[config.mk]
export PLATFORM = sky130hd
export DESIGN_NAME = smag_mac_flat
export DESIGN_NICKNAME = d
export VERILOG_FILES = /design/src/rtl/smag_mac_if.sv /design/src/rtl/smag_mac.sv /design/src/flat_wrapper.sv
export SDC_FILE = /design/constraint.sdc
export NUM_CORES = 1
export LEC_CHECK = 0
export BUFFER_PORTS_ARGS = -buffer_cell sky130_fd_sc_hd__buf_2
export CAP_MARGIN = 30
export CORE_MARGIN = 2
export CORE_UTILIZATION = 50
export DETAILED_ROUTE_END_ITERATION = 16
export PLACE_DENSITY = 0.68
export SYNTH_ARGS = -nofsm -noshare
export SYNTH_HDL_FRONTEND = slang
export SYNTH_SLANG_ARGS = --single-unit
[constraint.sdc]
create_clock -name clk -period 7.25 [get_ports clk]
set_clock_uncertainty 0.2 [all_clocks]
set_input_delay 0.725 -clock clk [delete_from_list [all_inputs] [get_ports clk]]
set_output_delay 0.725 -clock clk [all_outputs]
set_load 0.005 [all_outputs]
[src/rtl/smag_mac_if.sv]
// smag_mac_if: sample inputs and product/accumulator outputs of smag_mac
interface smag_mac_if #(
    parameter int MAG_W = 2,
    parameter int ACC_W = 16,
    parameter int CNT_W = 12
);
    logic               in_valid;
    logic [MAG_W:0]     carrier;
    logic [MAG_W:0]     signal;
    logic               dump;
    logic [2*MAG_W:0]   prod;
    logic               prod_valid;
    logic [ACC_W-1:0]   acc_out;
    logic               acc_valid;
    logic [CNT_W-1:0]   acc_count;
    logic               overflow;
    modport master (
        output in_valid, carrier, signal, dump,
        input  prod, prod_valid, acc_out, acc_valid, acc_count, overflow
    );
    modport slave (
        input  in_valid, carrier, signal, dump,
        output prod, prod_valid, acc_out, acc_valid, acc_count, overflow
    );
endinterface

[src/rtl/smag_mac.sv]
// smag_mac: sign-magnitude multiplier feeding a saturating integrate-and-dump accumulator
module smag_mac #(
    parameter int MAG_W = 2,
    parameter int ACC_W = 16,
    parameter int CNT_W = 12
) (
    input logic       clk,
    input logic       reset_n,
    smag_mac_if.slave bus
);
    typedef enum logic {IDLE, ACCUM} state_t;
    localparam logic [ACC_W-1:0] ACC_MAX = {1'b0, {(ACC_W-1){1'b1}}};
    localparam logic [ACC_W-1:0] ACC_MIN = {1'b1, {(ACC_W-1){1'b0}}};
    logic [2*MAG_W:0]   prod_q, prod_d;
    logic               prod_valid_q, prod_valid_d, dump_q, dump_d;
    logic [2*MAG_W-1:0] mag;
    logic [ACC_W-1:0]   mag_ext, prod_tc, sat, acc_q, acc_d, acc_out_q, acc_out_d;
    logic [ACC_W:0]     sum;
    logic               clamp, fire, sticky_q, sticky_d, acc_valid_q, acc_valid_d;
    logic               overflow_q, overflow_d;
    logic [CNT_W-1:0]   cnt_inc, cnt_q, cnt_d, acc_count_q, acc_count_d;
    state_t             state_q, state_d;
    always_comb begin
        mag = {{MAG_W{1'b0}}, bus.carrier[MAG_W-1:0]} * {{MAG_W{1'b0}}, bus.signal[MAG_W-1:0]};
        prod_d = bus.in_valid ? {(bus.carrier[MAG_W] ^ bus.signal[MAG_W]) & (|mag), mag} : prod_q;
        prod_valid_d = bus.in_valid;
        dump_d = bus.in_valid & bus.dump;
    end
    // One extra sum bit exposes signed overflow as a mismatch of the top two bits
    always_comb begin
        mag_ext = {{(ACC_W-2*MAG_W){1'b0}}, prod_q[2*MAG_W-1:0]};
        prod_tc = prod_q[2*MAG_W] ? -mag_ext : mag_ext;
        sum = {acc_q[ACC_W-1], acc_q} + {prod_tc[ACC_W-1], prod_tc};
        clamp = sum[ACC_W] ^ sum[ACC_W-1];
        sat = clamp ? (sum[ACC_W] ? ACC_MIN : ACC_MAX) : sum[ACC_W-1:0];
        cnt_inc = &cnt_q ? cnt_q : cnt_q + CNT_W'(1);
        fire = prod_valid_q & dump_q;
        acc_d = prod_valid_q ? (dump_q ? '0 : sat) : acc_q;
        cnt_d = prod_valid_q ? (dump_q ? '0 : cnt_inc) : cnt_q;
        sticky_d = prod_valid_q ? (~dump_q & (sticky_q | clamp)) : sticky_q;
        acc_valid_d = fire;
        acc_out_d = fire ? sat : acc_out_q;
        acc_count_d = fire ? cnt_inc : acc_count_q;
        overflow_d = fire ? (sticky_q | clamp) : overflow_q;
        state_d = prod_valid_q ? (dump_q ? IDLE : ACCUM) : state_q;
    end
    always_ff @(posedge clk or negedge reset_n) begin
        if (!reset_n) begin
            prod_q       <= '0;
            prod_valid_q <= 1'b0;
            dump_q       <= 1'b0;
            acc_q        <= '0;
            cnt_q        <= '0;
            sticky_q     <= 1'b0;
            acc_valid_q  <= 1'b0;
            acc_out_q    <= '0;
            acc_count_q  <= '0;
            overflow_q   <= 1'b0;
            state_q      <= IDLE;
        end else begin
            prod_q       <= prod_d;
            prod_valid_q <= prod_valid_d;
            dump_q       <= dump_d;
            acc_q        <= acc_d;
            cnt_q        <= cnt_d;
            sticky_q     <= sticky_d;
            acc_valid_q  <= acc_valid_d;
            acc_out_q    <= acc_out_d;
            acc_count_q  <= acc_count_d;
            overflow_q   <= overflow_d;
            state_q      <= state_d;
        end
    end
    assign bus.prod       = prod_q;
    assign bus.prod_valid = prod_valid_q;
    assign bus.acc_out    = acc_out_q;
    assign bus.acc_valid  = acc_valid_q;
    assign bus.acc_count  = acc_count_q;
    assign bus.overflow   = overflow_q;
endmodule

[src/flat_wrapper.sv]
// flat-port wrapper written by rule: the top's interface ports become plain ports
module smag_mac_flat 
#(
    parameter int MAG_W = 2,
    parameter int ACC_W = 16,
    parameter int CNT_W = 12
)
  (clk, reset_n, bus_in_valid, bus_carrier, bus_signal, bus_dump, bus_prod, bus_prod_valid, bus_acc_out, bus_acc_valid, bus_acc_count, bus_overflow);
  smag_mac_if #(.MAG_W(MAG_W), .ACC_W(ACC_W), .CNT_W(CNT_W)) bus_i ();
  input logic clk;
  input logic reset_n;
  input wire logic [$bits(bus_i.in_valid)-1:0] bus_in_valid;
  input wire logic [$bits(bus_i.carrier)-1:0] bus_carrier;
  input wire logic [$bits(bus_i.signal)-1:0] bus_signal;
  input wire logic [$bits(bus_i.dump)-1:0] bus_dump;
  output wire logic [$bits(bus_i.prod)-1:0] bus_prod;
  output wire logic [$bits(bus_i.prod_valid)-1:0] bus_prod_valid;
  output wire logic [$bits(bus_i.acc_out)-1:0] bus_acc_out;
  output wire logic [$bits(bus_i.acc_valid)-1:0] bus_acc_valid;
  output wire logic [$bits(bus_i.acc_count)-1:0] bus_acc_count;
  output wire logic [$bits(bus_i.overflow)-1:0] bus_overflow;
  assign bus_i.in_valid = bus_in_valid;
  assign bus_i.carrier = bus_carrier;
  assign bus_i.signal = bus_signal;
  assign bus_i.dump = bus_dump;
  assign bus_prod = bus_i.prod;
  assign bus_prod_valid = bus_i.prod_valid;
  assign bus_acc_out = bus_i.acc_out;
  assign bus_acc_valid = bus_i.acc_valid;
  assign bus_acc_count = bus_i.acc_count;
  assign bus_overflow = bus_i.overflow;
  smag_mac #(.MAG_W(MAG_W), .ACC_W(ACC_W), .CNT_W(CNT_W)) u_core (.clk(clk), .reset_n(reset_n), .bus(bus_i));
endmodule
==> impl_metrics.env <==
export IMPL_run_status="complete, no violations"
export IMPL_final_max_slew_viol_count=0
export IMPL_post_drt_wl_per_cell_um=15.9
export IMPL_die_x_um=93.5
export IMPL_drive_gt1_frac=0.203
export IMPL_worst_setup_end_kind="flop"
export IMPL_yosys_top_cell_area_share=0.413
export IMPL_first_global_vias=3223
export IMPL_holdBufCountCts=0
export IMPL_maximum_fanout_encountered_on_the_critical_timing_path=14
export IMPL_syn_instance_count=418
export IMPL_most_common_layout_cells="dfrtp_1, nand2_1, buf_2"
export IMPL_io_pin_count=46
export IMPL_hold_path_cell_count=2
export IMPL_min_from="u_core.bus.acc_count[3]"
export IMPL_initial_utilization=0.518
export IMPL_r2r_end="u_core.bus.acc_out[4]"
export IMPL_chipHeight_um=93.5
export IMPL_total_number_of_placement_rows=32
export IMPL_final_core_util=0.586
export IMPL_maxClockFrequency_ghz=0.269
export IMPL_post_synth_main_area_contributors="dfrtp_1, ha_1, nand2_1"
export IMPL_mostFrequentLayoutCell="dfrtp_1"
export IMPL_design_final_nets=491
export IMPL_cts_sink_count=66
export IMPL_clk_insertion_delay_late_ns=0.35
export IMPL_post_cts_resized=0
export IMPL_peakVddDrop_uv=217
export IMPL_syn_mean_instance_area_um2=9.58
export IMPL_postCtsSetupBuffers=0
export IMPL_tritoncts="built"
export IMPL_postSynthRegisterBits=66
export IMPL_endpoints_failing_hold=0
export IMPL_number_of_antenna_repair_diodes=0
export IMPL_layout_filler_cells=676
export IMPL_global_route_overflow_total=0
export IMPL_finalHoldWorstSlack_ns=0.275
export IMPL_route_vias_total=3225
export IMPL_antenna_found_initial=0
export IMPL_clock_edge_transition_at_the_registers_on_the_reported_setup_and_hold_paths_ns=0.07
export IMPL_regToRegSetupSlack_ns=3.53
export IMPL_placement_io_buffers=45
export IMPL_placed_cells=549
export IMPL_syn_std_cell_area_um2=4000
export IMPL_drt_pass1_iter_count=4
export IMPL_rr_worst_depth=11
export IMPL_grt_setup_unrepaired="false"
export IMPL_routed_wirelength_um=8960
export IMPL_edff_count_synth=0
export IMPL_synth_yosys_seq_area_share=0.413
export IMPL_netlist_cell_type_count=59
export IMPL_drv_cap=0
export IMPL_route_detailed_drc=0
export IMPL_post_route_period_util=0.513
export IMPL_grt_first_pass_wirelength_um=15800
export IMPL_slew_limit_headroom=0.401
export IMPL_layout_cells_non_filler=565
export IMPL_vias_per_cell=5.71
export IMPL_required_arrival_time_at_the_worst_endpoint_ns=7.26
export IMPL_worst_hold_path_endpoint="u_core.bus.acc_count[3]"
export IMPL_yosys_warnings=0
export IMPL_synth_top_flop_cell="dfrtp_1"
export IMPL_powerDensity_nw_per_um2=376
export IMPL_core_region_area_um2=7730
export IMPL_postSynthNetCount=451
export IMPL_r2r_start="u_core.bus.prod[0]"
export IMPL_ctsHtreeMaxLevel=3
export IMPL_floorplan_die_area_um2=8740
export IMPL_fin_setup_tns_ns=0
export IMPL_async_reset_ff_frac=1.00
export IMPL_final_setup_viol_count=0
export IMPL_worstSetupPathType="reg -> reg"
export IMPL_grt_start_max_net_pins=67
export IMPL_syn2layout_area_growth_pct=13.1
export IMPL_cts_root_buffer="clkbuf_8"
export IMPL_worst_ep_arrival_time_ns=3.73
export IMPL_routabilityCongestion=0.858
export IMPL_startpoint_type="flop"
export IMPL_maximum_count_of_clock_buffers_along_a_single_path=2
export IMPL_synth_top_area_cell="dfrtp_1"
export IMPL_route_antenna_remaining_nets=0
export IMPL_dpl_hpwl_um=6300
export IMPL_worst_min_delay_path_class="reg -> reg"
export IMPL_grt_usage=0.228
export IMPL_finalWorstPathRequiredPeriod_ns=3.72
export IMPL_source_of_the_critical_timing_path="u_core.bus.prod[0]"
export IMPL_numCtsBuffers=9
export IMPL_drt_first_iter_violations=233
export IMPL_tightest_slew_ns=0.897
export IMPL_power_static_leakage_nw=2.07
per-stage QoR:
stage	total power (W)	setup WS, ns	cell area [µm²]
6_report	0.00170	3.53	4530
2_1_floorplan	0.00113	4.18	4000
5_1_grt	0.00183	3.30	4530
3_3_place_gp	0.00130	3.62	4280
3_5_place_dp	0.00132	3.56	4280
4_1_cts	0.00171	3.55	4530
Yosys cell counts, types with 4 or more instances:
master / n
a31oi_1: 7
o2bb2ai_1: 14
o211ai_1: 4
dfrtp_1: 66
clkbuf_1: 14
inv_1: 12
o31ai_1: 6
o21ai_0: 39
xor2_1: 9
o21ai_1: 7
nand2_1: 55
and3_1: 4
nor2_1: 21
a21o_1: 6
a21oi_1: 30
xnor2_1: 11
maj3_1: 8
ha_1: 22
maj3_2: 7
and2_1: 4
nand3_1: 12
o21a_1: 4
critical path, cell delays in order (launching register included):
cell	delay [ns]
dfrtp_1	0.41
inv_1	0.08
ha_1	0.21
a21oi_1	0.59
ha_1	0.43
a21oi_2	0.25
o21ai_1	0.09
a31o_2	0.26
a31o_4	0.25
xnor2_4	0.42
maj3_1	0.30
o21ai_0	0.09
report_power, final:
group          internal, W  switching (W)
clock             0.000231       0.000154
combinational     0.000338       0.000434
sequential        0.000473      0.0000738
worst max-delay path by stage:
stage / to / cells past startpoint
2_1_floorplan: u_core.acc_q[6] / 12
3_3_place_gp: u_core.bus.acc_out[2] / 12
3_5_place_dp: u_core.acc_q[12] / 11
4_1_cts: u_core.bus.acc_out[2] / 11
5_1_grt: u_core.acc_q[4] / 11
6_report: u_core.bus.acc_out[4] / 11
registers in the layout, summed over array words and instances, names as in the netlist:
signal                 count
u_core.acc_q              16
u_core.bus.acc_out        16
u_core.bus.acc_count      12
u_core.cnt_q              12
u_core.bus.prod            5
u_core.bus.acc_valid       1
u_core.bus.overflow        1
u_core.bus.prod_valid      1
u_core.dump_q              1
u_core.sticky_q            1
kinds of logic after synthesis:
family                   after synthesis  synth area share
adder cells (fa/ha/maj)               38             0.113
buffers and inverters                 32            0.0359
flip-flops                            66             0.413
multiplexers                           5            0.0134
XOR/XNOR                              21            0.0506
AND/OR/NAND/NOR                      112             0.127
AO/OA/AOI/OAI                        144             0.247
cell type report:
type	count	area (µm²)	share of cell area
repair buffers	47	240	0.0531
clock buffers	9	124	0.0274
multi-input cells	320	2210	0.487
inverters	14	52.6	0.0116
well taps	102	128	0.0282
flip-flops and latches	66	1650	0.365
clock inverters	7	125	0.0276
per-layer routing:
| layer | track usage | vias to the layer above | routed length [µm] |
|---|---|---|---|
| met2 | 0.352 | 79 | 4040 |
| met4 | 0.0760 | 0 | 148 |
| met5 | 0 | - | 0 |
| met3 | 0.0387 | 13 | 509 |
| met1 | 0.326 | 1529 | 4260 |
| li1 | - | 1604 | - |
Note: power is estimated with default switching activity, not from simulation.
